$ cat src/rtl/blink_sequencer_if.sv
// Bundle of the LED sequencer's control/status signals.
//
// Handshake: i_start is a request that the sequencer accepts only while it
// is idle (o_busy low, not in its one-cycle completion state); a request
// made at any other time is dropped, not queued. i_stop aborts a running
// sequence. i_tick is a single-cycle event from the upstream timeout counter.
//
// Signals:
//   i_tick     timeout pulse, one clock wide
//   i_start    start request (accepted in idle only)
//   i_stop     abort request
//   i_mode     LED pattern select
//   i_on_len   ON phase length in ticks (0 acts as 1)
//   i_off_len  OFF phase length in ticks (0 acts as 1)
//   i_reps     ON/OFF cycles to run (0 = run until stopped)
//   o_led      LED drive
//   o_busy     high while in an ON or OFF phase
//   o_done     one-cycle pulse on normal completion
//   dbg_state  current sequencer state, for observation only
// Modports: master drives the requests, slave is the sequencer.
interface blink_sequencer_if #(
    parameter int LED_W = 8,
    parameter int LEN_W = 4,
    parameter int REP_W = 4
);
    logic             i_tick;
    logic             i_start;
    logic             i_stop;
    logic [1:0]       i_mode;
    logic [LEN_W-1:0] i_on_len;
    logic [LEN_W-1:0] i_off_len;
    logic [REP_W-1:0] i_reps;
    logic [LED_W-1:0] o_led;
    logic             o_busy;
    logic             o_done;
    logic [1:0]       dbg_state;

    modport master (
        output i_tick, i_start, i_stop, i_mode, i_on_len, i_off_len, i_reps,
        input  o_led, o_busy, o_done, dbg_state
    );

    modport slave (
        input  i_tick, i_start, i_stop, i_mode, i_on_len, i_off_len, i_reps,
        output o_led, o_busy, o_done, dbg_state
    );
endinterface

$ cat src/rtl/blink_sequencer.sv
// ON/OFF LED sequencer driven by an upstream timeout tick.
//
// Counts ticks through an ON phase and an OFF phase, repeats for a
// programmable number of cycles (or forever), and shows one of three LED
// patterns. All outputs are registered and change on the same edge as the
// state transition.
//
// Ports:
//   i_clk  system clock
//   i_rst  asynchronous active-high reset
//   bus    blink_sequencer_if.slave (tick, start/stop, parameters, LED
//          drive, busy/done status, debug state)
module blink_sequencer #(
    parameter int LED_W = 8,
    parameter int LEN_W = 4,
    parameter int REP_W = 4
) (
    input  logic               i_clk,
    input  logic               i_rst,
    blink_sequencer_if.slave   bus
);

    localparam logic [1:0] ST_IDLE = 2'd0;
    localparam logic [1:0] ST_ON   = 2'd1;
    localparam logic [1:0] ST_OFF  = 2'd2;
    localparam logic [1:0] ST_DONE = 2'd3;

    localparam logic [1:0] MODE_ALL  = 2'd0;
    localparam logic [1:0] MODE_WALK = 2'd1;
    localparam logic [1:0] MODE_HALF = 2'd2;

    localparam logic [LED_W-1:0] PAT_ALL  = '1;
    localparam logic [LED_W-1:0] PAT_WALK = LED_W'(1);
    localparam logic [LED_W-1:0] PAT_HALF = {{(LED_W/2){1'b0}}, {(LED_W/2){1'b1}}};

    localparam logic [LEN_W-1:0] LEN_ONE = LEN_W'(1);
    localparam logic [REP_W-1:0] REP_ONE = REP_W'(1);

    logic [1:0]       state;
    logic [LEN_W-1:0] tick_cnt;
    logic [REP_W-1:0] rep_cnt;
    logic [LED_W-1:0] pattern;
    logic [1:0]       mode_q;
    logic [LEN_W-1:0] on_len_q;
    logic [LEN_W-1:0] off_len_q;
    logic [REP_W-1:0] reps_q;
    logic [LED_W-1:0] led_q;
    logic             busy_q;
    logic             done_q;

    logic [1:0]       mode_eff;
    logic [LEN_W-1:0] on_len_eff;
    logic [LEN_W-1:0] off_len_eff;
    logic [LED_W-1:0] init_pat;
    logic [LED_W-1:0] next_pat;
    logic [LED_W-1:0] off_led;
    logic [REP_W-1:0] rep_next;
    logic             on_end;
    logic             off_end;
    logic             last_rep;

    always_comb begin
        // Mode 3 aliases mode 0; zero lengths are stored as 1 so the
        // terminal-count compare below never underflows.
        mode_eff    = (bus.i_mode == 2'd3) ? MODE_ALL : bus.i_mode;
        on_len_eff  = (bus.i_on_len  == '0) ? LEN_ONE : bus.i_on_len;
        off_len_eff = (bus.i_off_len == '0) ? LEN_ONE : bus.i_off_len;

        case (mode_eff)
            MODE_WALK: init_pat = PAT_WALK;
            MODE_HALF: init_pat = PAT_HALF;
            default:   init_pat = PAT_ALL;
        endcase

        // Walking mode rotates left, MSB wrapping into the LSB.
        next_pat = (mode_q == MODE_WALK) ? {pattern[LED_W-2:0], pattern[LED_W-1]} : pattern;
        off_led  = (mode_q == MODE_HALF) ? ~pattern : '0;

        on_end   = bus.i_tick && (tick_cnt == (on_len_q  - LEN_ONE));
        off_end  = bus.i_tick && (tick_cnt == (off_len_q - LEN_ONE));
        rep_next = rep_cnt + REP_ONE;
        // reps of zero means continuous: the counter wraps and never ends it.
        last_rep = (reps_q != '0) && (rep_next == reps_q);
    end

    always_ff @(posedge i_clk or posedge i_rst) begin
        if (i_rst) begin
            state     <= ST_IDLE;
            tick_cnt  <= '0;
            rep_cnt   <= '0;
            pattern   <= '0;
            mode_q    <= '0;
            on_len_q  <= '0;
            off_len_q <= '0;
            reps_q    <= '0;
            led_q     <= '0;
            busy_q    <= 1'b0;
            done_q    <= 1'b0;
        end else begin
            done_q <= 1'b0;
            case (state)
                ST_IDLE: begin
                    if (bus.i_start && !bus.i_stop) begin
                        mode_q    <= mode_eff;
                        on_len_q  <= on_len_eff;
                        off_len_q <= off_len_eff;
                        reps_q    <= bus.i_reps;
                        pattern   <= init_pat;
                        led_q     <= init_pat;
                        tick_cnt  <= '0;
                        rep_cnt   <= '0;
                        busy_q    <= 1'b1;
                        state     <= ST_ON;
                    end else begin
                        led_q  <= '0;
                        busy_q <= 1'b0;
                    end
                end

                ST_ON: begin
                    // Stop wins over a tick landing in the same cycle.
                    if (bus.i_stop) begin
                        led_q    <= '0;
                        busy_q   <= 1'b0;
                        tick_cnt <= '0;
                        state    <= ST_IDLE;
                    end else if (on_end) begin
                        tick_cnt <= '0;
                        led_q    <= off_led;
                        state    <= ST_OFF;
                    end else if (bus.i_tick) begin
                        tick_cnt <= tick_cnt + LEN_ONE;
                    end
                end

                ST_OFF: begin
                    if (bus.i_stop) begin
                        led_q    <= '0;
                        busy_q   <= 1'b0;
                        tick_cnt <= '0;
                        state    <= ST_IDLE;
                    end else if (off_end) begin
                        tick_cnt <= '0;
                        rep_cnt  <= rep_next;
                        if (last_rep) begin
                            led_q  <= '0;
                            busy_q <= 1'b0;
                            done_q <= 1'b1;
                            state  <= ST_DONE;
                        end else begin
                            pattern <= next_pat;
                            led_q   <= next_pat;
                            state   <= ST_ON;
                        end
                    end else if (bus.i_tick) begin
                        tick_cnt <= tick_cnt + LEN_ONE;
                    end
                end

                ST_DONE: begin
                    led_q  <= '0;
                    busy_q <= 1'b0;
                    state  <= ST_IDLE;
                end

                default: begin
                    led_q  <= '0;
                    busy_q <= 1'b0;
                    state  <= ST_IDLE;
                end
            endcase
        end
    end

    assign bus.o_led     = led_q;
    assign bus.o_busy    = busy_q;
    assign bus.o_done    = done_q;
    assign bus.dbg_state = state;

endmodule

$ cat src/flat_wrapper.sv
// flat-port wrapper written by rule: the top's interface ports become plain ports
module blink_sequencer_flat 
#(
    parameter int LED_W = 8,
    parameter int LEN_W = 4,
    parameter int REP_W = 4
)
  (i_clk, i_rst, bus_i_tick, bus_i_start, bus_i_stop, bus_i_mode, bus_i_on_len, bus_i_off_len, bus_i_reps, bus_o_led, bus_o_busy, bus_o_done, bus_dbg_state);
  blink_sequencer_if #(.LED_W(LED_W), .LEN_W(LEN_W), .REP_W(REP_W)) bus_i ();
  input  logic i_clk;
  input  logic i_rst;
  input wire logic [$bits(bus_i.i_tick)-1:0] bus_i_tick;
  input wire logic [$bits(bus_i.i_start)-1:0] bus_i_start;
  input wire logic [$bits(bus_i.i_stop)-1:0] bus_i_stop;
  input wire logic [$bits(bus_i.i_mode)-1:0] bus_i_mode;
  input wire logic [$bits(bus_i.i_on_len)-1:0] bus_i_on_len;
  input wire logic [$bits(bus_i.i_off_len)-1:0] bus_i_off_len;
  input wire logic [$bits(bus_i.i_reps)-1:0] bus_i_reps;
  output wire logic [$bits(bus_i.o_led)-1:0] bus_o_led;
  output wire logic [$bits(bus_i.o_busy)-1:0] bus_o_busy;
  output wire logic [$bits(bus_i.o_done)-1:0] bus_o_done;
  output wire logic [$bits(bus_i.dbg_state)-1:0] bus_dbg_state;
  assign bus_i.i_tick = bus_i_tick;
  assign bus_i.i_start = bus_i_start;
  assign bus_i.i_stop = bus_i_stop;
  assign bus_i.i_mode = bus_i_mode;
  assign bus_i.i_on_len = bus_i_on_len;
  assign bus_i.i_off_len = bus_i_off_len;
  assign bus_i.i_reps = bus_i_reps;
  assign bus_o_led = bus_i.o_led;
  assign bus_o_busy = bus_i.o_busy;
  assign bus_o_done = bus_i.o_done;
  assign bus_dbg_state = bus_i.dbg_state;
  blink_sequencer #(.LED_W(LED_W), .LEN_W(LEN_W), .REP_W(REP_W)) u_core (.i_clk(i_clk), .i_rst(i_rst), .bus(bus_i));
endmodule
$ cat config.mk
export PLATFORM = sky130hd
export DESIGN_NAME = blink_sequencer_flat
export DESIGN_NICKNAME = d
export VERILOG_FILES = /design/src/rtl/blink_sequencer_if.sv /design/src/rtl/blink_sequencer.sv /design/src/flat_wrapper.sv
export SDC_FILE = /design/constraint.sdc
export NUM_CORES = 1
export LEC_CHECK = 0
export ABC_AREA = 1
export CORE_ASPECT_RATIO = 2
export CORE_MARGIN = 2
export CORE_UTILIZATION = 53
export DETAILED_ROUTE_END_ITERATION = 10
export PLACE_DENSITY_LB_ADDON = 0.15
export SETUP_SLACK_MARGIN = 0.05
export SLEW_MARGIN = 20
export SYNTH_ARGS = -nofsm -noshare
export SYNTH_HDL_FRONTEND = slang
export SYNTH_SLANG_ARGS = --single-unit
$ cat constraint.sdc
create_clock -name i_clk -period 4.6 [get_ports i_clk]
set_clock_uncertainty 0.2 [all_clocks]
set_input_delay 0.92 -clock i_clk [delete_from_list [all_inputs] [get_ports i_clk]]
set_output_delay 0.92 -clock i_clk [all_outputs]
set_load 0.01 [all_outputs]
Word-level counts from Yosys, hierarchy flattened:

Index checks and enable logic that the tools add are counted.

* bits in registers: 42
* input port bits: 19
* output and inout port bits: 12
* word-level logic and storage cells: 98

* add/subtract/negate cells: 4
* equal/unequal tests: 19
* muxes and demuxes: 45
* bitwise logic cells: 1
* reduce and logical (&&, ||, !) cells: 18

Operators with widths (count)
* $mux 8: 12
* $mux 4: 10
* $pmux 8 s2: 2
* $pmux 8 s4: 1
* $mux 2: 7
* $eq 4x4->1: 3
* $pmux 4 s3: 1
* $eq 2x2->1 const B: 5
* $mux 1: 9
* $ne 3x2->1 const B: 3
* $add 4x1->4 const B: 2
* $logic_not 4->1: 2
* $not 8->8: 1
* $pmux 2 s4: 1
* $pmux 4 s2: 1
* $sub 4x1->4 const B: 2
* $eq 2x1->1 const B: 3
* $ne 2x2->1 const B: 3
* $reduce_and 2->1: 3
* $reduce_and 3->1: 2
* $reduce_and 5->1: 1
* $logic_and 1x1->1: 4
* $ne 2x1->1 const B: 2
* $pmux 1 s4: 1
* other kinds (6): 6

Logic depth before layout (Yosys ltp):

* depth in word-level cells: 7
* depth in mapped cells: 13
* mapped depth without buffers: 13

Least setup slack after synthesis:

No wires, ideal clock.

* kind: input -> register
* start: input port bus_i_tick
* end: register u_core.state[1] (netlist: u_core.bus.dbg_state[1])
* setup time: 0.117 ns
* arrival time: 1.747 ns
* data required time: 4.283 ns
* slack: 2.536 ns
* stages on the path: 10
* path buffers: 0
* cells stage by stage: a21boi_1 -> nand3_1 -> nor2_2 -> nand2_1 -> nand2_2 -> nand2_4 -> nor2_2 -> inv_1 -> nand2_1 -> nand2_1

* cells in the longest elaborated chain, start to end: 3
* elaborated cells between the ends (all ways): 5
* those cells by class: eq/ne: 2; reduce/logical: 3

RTL lines
* from (decl): line flat_wrapper.sv:12 `input wire logic [$bits(bus_i.i_tick)-1:0] bus_i_tick;`
* $logic_and 1x1->1, on equally long branches: line blink_sequencer.sv:79, blink_sequencer.sv:80
* $ne 3x2->1 (no line)
* $reduce_and 3->1 (no line) *
* to (signal assigned): line blink_sequencer.sv:88 `state <= ST_IDLE;`
* to (signal assigned): line blink_sequencer.sv:113 `state <= ST_ON;`
* to (signal assigned): line blink_sequencer.sv:126 `state <= ST_IDLE;`
* to (decl): line blink_sequencer.sv:39 `logic [1:0] state;`

Every way passes the cells marked *; elsewhere a longest branch is shown, timed or not.
A chain may end at the register's enable or synchronous reset.

Final worst setup path:

* start: register u_core.state[0] (netlist: u_core.bus.dbg_state[0])
* end: register u_core.pattern[5]

* cells in the longest elaborated chain, start to end: 3
* elaborated cells between the ends (all ways): 9
* those cells by class: eq/ne: 5; mux: 1; reduce/logical: 3

RTL lines
* $eq 2x2->1 or $logic_not 2->1 (tied branches): line blink_sequencer.sv:101 `case (state)`
* $ne 2x1->1 (no line), or another cell as far along
* $reduce_and 5->1 (no line)
* to (signal assigned): line blink_sequencer.sv:108 `pattern <= init_pat;`
* to (signal assigned): line blink_sequencer.sv:151 `pattern <= next_pat;`
* to (decl): line blink_sequencer.sv:42 `logic [LED_W-1:0] pattern;`

Parallel ways exist; a longest one is shown, timed or not.

==> impl_metrics.tcl <==
set metrics [dict create \
    outcome "finished clean" \
    place_congestion 0.828 \
    cts-root-buf "clkbuf_8" \
    total_power_w 0.00180 \
    setup_viol 0 \
    synth-seq-cells 42 \
    firstDrtPassIters 4 \
    crit_chain "inv_1, ha_1, inv_1, nor2_1, nand3_2, nand2_4, nand3b_2, nand2_1, nand2_1" \
    most-common-layout-cells "nand2_1 (121), dfrtp_1 (42), inv_1 (35)" \
    synth_simple_gate_area_frac 0.325 \
    worst-path-max-fanout 12 \
    grt_first_pass_wirelength_um 9800 \
    numCtsBuffers 5 \
    synth_compound_gate_area_share 0.0693 \
    cp-start-kind "flip-flop" \
    layout.cells.most_common "nand2_1" \
    final_area_um2 3050 \
    ys.flop_type "dfrtp_1" \
    post-place-ws_ns 1.62 \
    initial_utilization 0.540 \
    overflow 0 \
    postCtsSetupBuffers 0 \
    synthToLayoutAreaGrowth_pct 17.2 \
    synth_mux_area_frac 0.0342 \
    hold_violations 0 \
    diodes 0 \
    die_width_um 53.5 \
    slew_violations 0 \
    vdd_drop_max_v 0.000363 \
    ys_seq_area_frac 0.404 \
    num-nets-final 409 \
    via_per_inst 5.22 \
    route.vias.total 2277 \
    cts_max_level 2 \
    route.detailed.drc 0 \
    r2r-end "u_core.pattern[5]" \
    drtAntennaViolNets 0 \
    rsz0062_at_grt "no" \
    clk_pin_slew_ns 0.09 \
    synth_top_area_frac 0.404 \
    end_kind "flip-flop" \
    fmax_mhz 356 \
    p_leak_nw 1.54 \
    synth-adder-area-share 0.0577 \
    cp_slowest_stage_delay_ns 0.64 \
    yosysUniqueCellTypes 29 \
    hold_start "u_core.bus.o_busy" \
    grt_usage 0.244 \
    ctsResizeCount 0 \
    synth_top_family_by_area "simple AND/OR/NAND/NOR gates" \
    io_buffers 30 \
    period_needed_ns 2.81 \
    maxSlewHeadroom 0.451 \
    ys_top_cells_by_area "dfrtp_1 (40%), nand2_1 (17%), ha_1 (5.8%)" \
    cts.sinks 42 \
    async_reset_ff_frac 1.00 \
    postPlaceCellArea_um2 2940 \
    setup_tns_ns 0 \
    syn_avg_cell_area_um2 7.50 \
    min_period_over_period 0.610 \
    ff2ff_path_depth 9 \
    yosysTopAreaCell "dfrtp_1" \
    cp_slowest_cell "nor2_1" \
    core_um2 4820 \
    die_area_um2 5520 \
    power.density_nw_per_um2 591 \
    antenna_found_initial 0 \
    clk-insertion-delay-late_ns 0.30 \
    worstSetupPathType "flip-flop to flip-flop" \
    hold_path.class "flip-flop to flip-flop" \
    worstMarginPinSlew_ns 0.822 \
    cap_violations 0 \
    clk_path_buf_depth 2 \
    reg2reg_from "u_core.bus.dbg_state[0]" \
    synthCells 347 \
    hold_slack_ns 0.288 \
    grt_pass1_vias 2226 \
    worstHoldPathCells 2 \
    worst-endpoint-required_ns 4.60 \
    cts_tree "yes" \
    routedWlPerCell_um 13.2 \
    syn_nets 378 \
    cts_hold_buffers 0 \
    io_pins 31 \
    die_h_um 103 \
    dpl.hpwl_um 4430 \
    synth_xor_area_frac 0.0404 \
    hold-path-endpoint "u_core.bus.o_busy" \
    wl_um 5770 \
    num_rows 36 \
    layout-drive-gt1-share 0.0844 \
    grt_max_degree 43 \
    cp.arrival_ns 2.81 \
    yosysWarnings 0 \
    drt_iter0_markers 47 \
    fin_ws_ns 1.79 \
    netlist_area_um2 2600 \
    synth_edf_count 0 \
    r2r_slack_ns 1.79 \
]
[critical path, delay by kind of cell, from the launching register on]
family / cells / cell delay (ns)
buf+inv: 2 / 0.34
flops: 1 / 0.44
simple gates: 6 / 1.29
fa+ha+maj: 1 / 0.44
[state kept, by name, summed over array words and instances (netlist names)]
signal / flops
u_core.bus.o_led: 8
u_core.pattern: 8
u_core.off_len_q: 4
u_core.on_len_q: 4
u_core.rep_cnt: 4
u_core.reps_q: 4
u_core.tick_cnt: 4
u_core.bus.dbg_state: 2
u_core.mode_q: 2
u_core.bus.o_busy: 1
u_core.bus.o_done: 1
[final cells by class]
type	count	area [um2]
inverters	38	143
multi-input cells	260	1370
flip-flops and latches	42	1050
repair buffers	31	308
clock buffers	7	76.3
well taps	57	71.3
fillers	467	1770
clock inverters	1	30.0
[cell usage after synthesis, types with 3 or more instances]
| cell | number |
|---|---|
| nand2_1 | 121 |
| dfrtp_1 | 42 |
| inv_1 | 35 |
| nor2_1 | 27 |
| nand3_1 | 21 |
| a21oi_1 | 18 |
| o21ai_0 | 15 |
| ha_1 | 12 |
| mux2_2 | 7 |
| nor3_1 | 6 |
| xnor2_1 | 6 |
| xor2_1 | 6 |
| nor2_2 | 4 |
| buf_2 | 3 |
| inv_2 | 3 |
| nand2_4 | 3 |
[metal layers]
layer / global-route usage / routed length, um / vias up
met5: 0 / 0 / -
met2: 0.446 / 3250 / 51
met4: 0.142 / 241 / 0
met1: 0.255 / 2160 / 1064
met3: 0.0275 / 123 / 17
li1: - / - / 1145
[worst max-delay path by stage]
stage	depth (start not counted)	start	slack (ns)	endpoint
floorplan	1	i_rst	2.51	u_core.bus.dbg_state[0]
global placement	8	bus_i_stop	1.63	u_core.bus.o_led[3]
detailed placement	8	bus_i_stop	1.62	u_core.bus.o_led[2]
CTS	9	u_core.bus.dbg_state[0]	1.78	u_core.pattern[2]
global route	9	u_core.bus.dbg_state[0]	1.53	u_core.pattern[6]
finish	9	u_core.bus.dbg_state[0]	1.79	u_core.pattern[5]
[cells by family (layout without fill, tap and decap cells)]
logic type | after synthesis | after routing
AND/OR/NAND/NOR | 193 | 193
buffers and inverters | 45 | 77
flip-flops | 42 | 42
AO/OA/AOI/OAI | 35 | 35
adder cells (fa/ha/maj) | 12 | 12
XOR/XNOR | 12 | 12
multiplexers | 8 | 8
[per-stage QoR]
stage / std cells / util
final: 436 / 0.633
after global routing: 436 / 0.633
after CTS: 436 / 0.633
after detailed placement: 428 / 0.611
after global placement: 428 / 0.611
after floorplan: 347 / -
[where the power goes]
group,leakage (nW),switching [W],internal (W)
clock network,0.0524,0.000129,0.000163
logic,0.964,0.000522,0.000349
registers,0.523,0.000124,0.000514
total,1.54,0.000775,0.00103
Power figures use the tool's default switching activity.
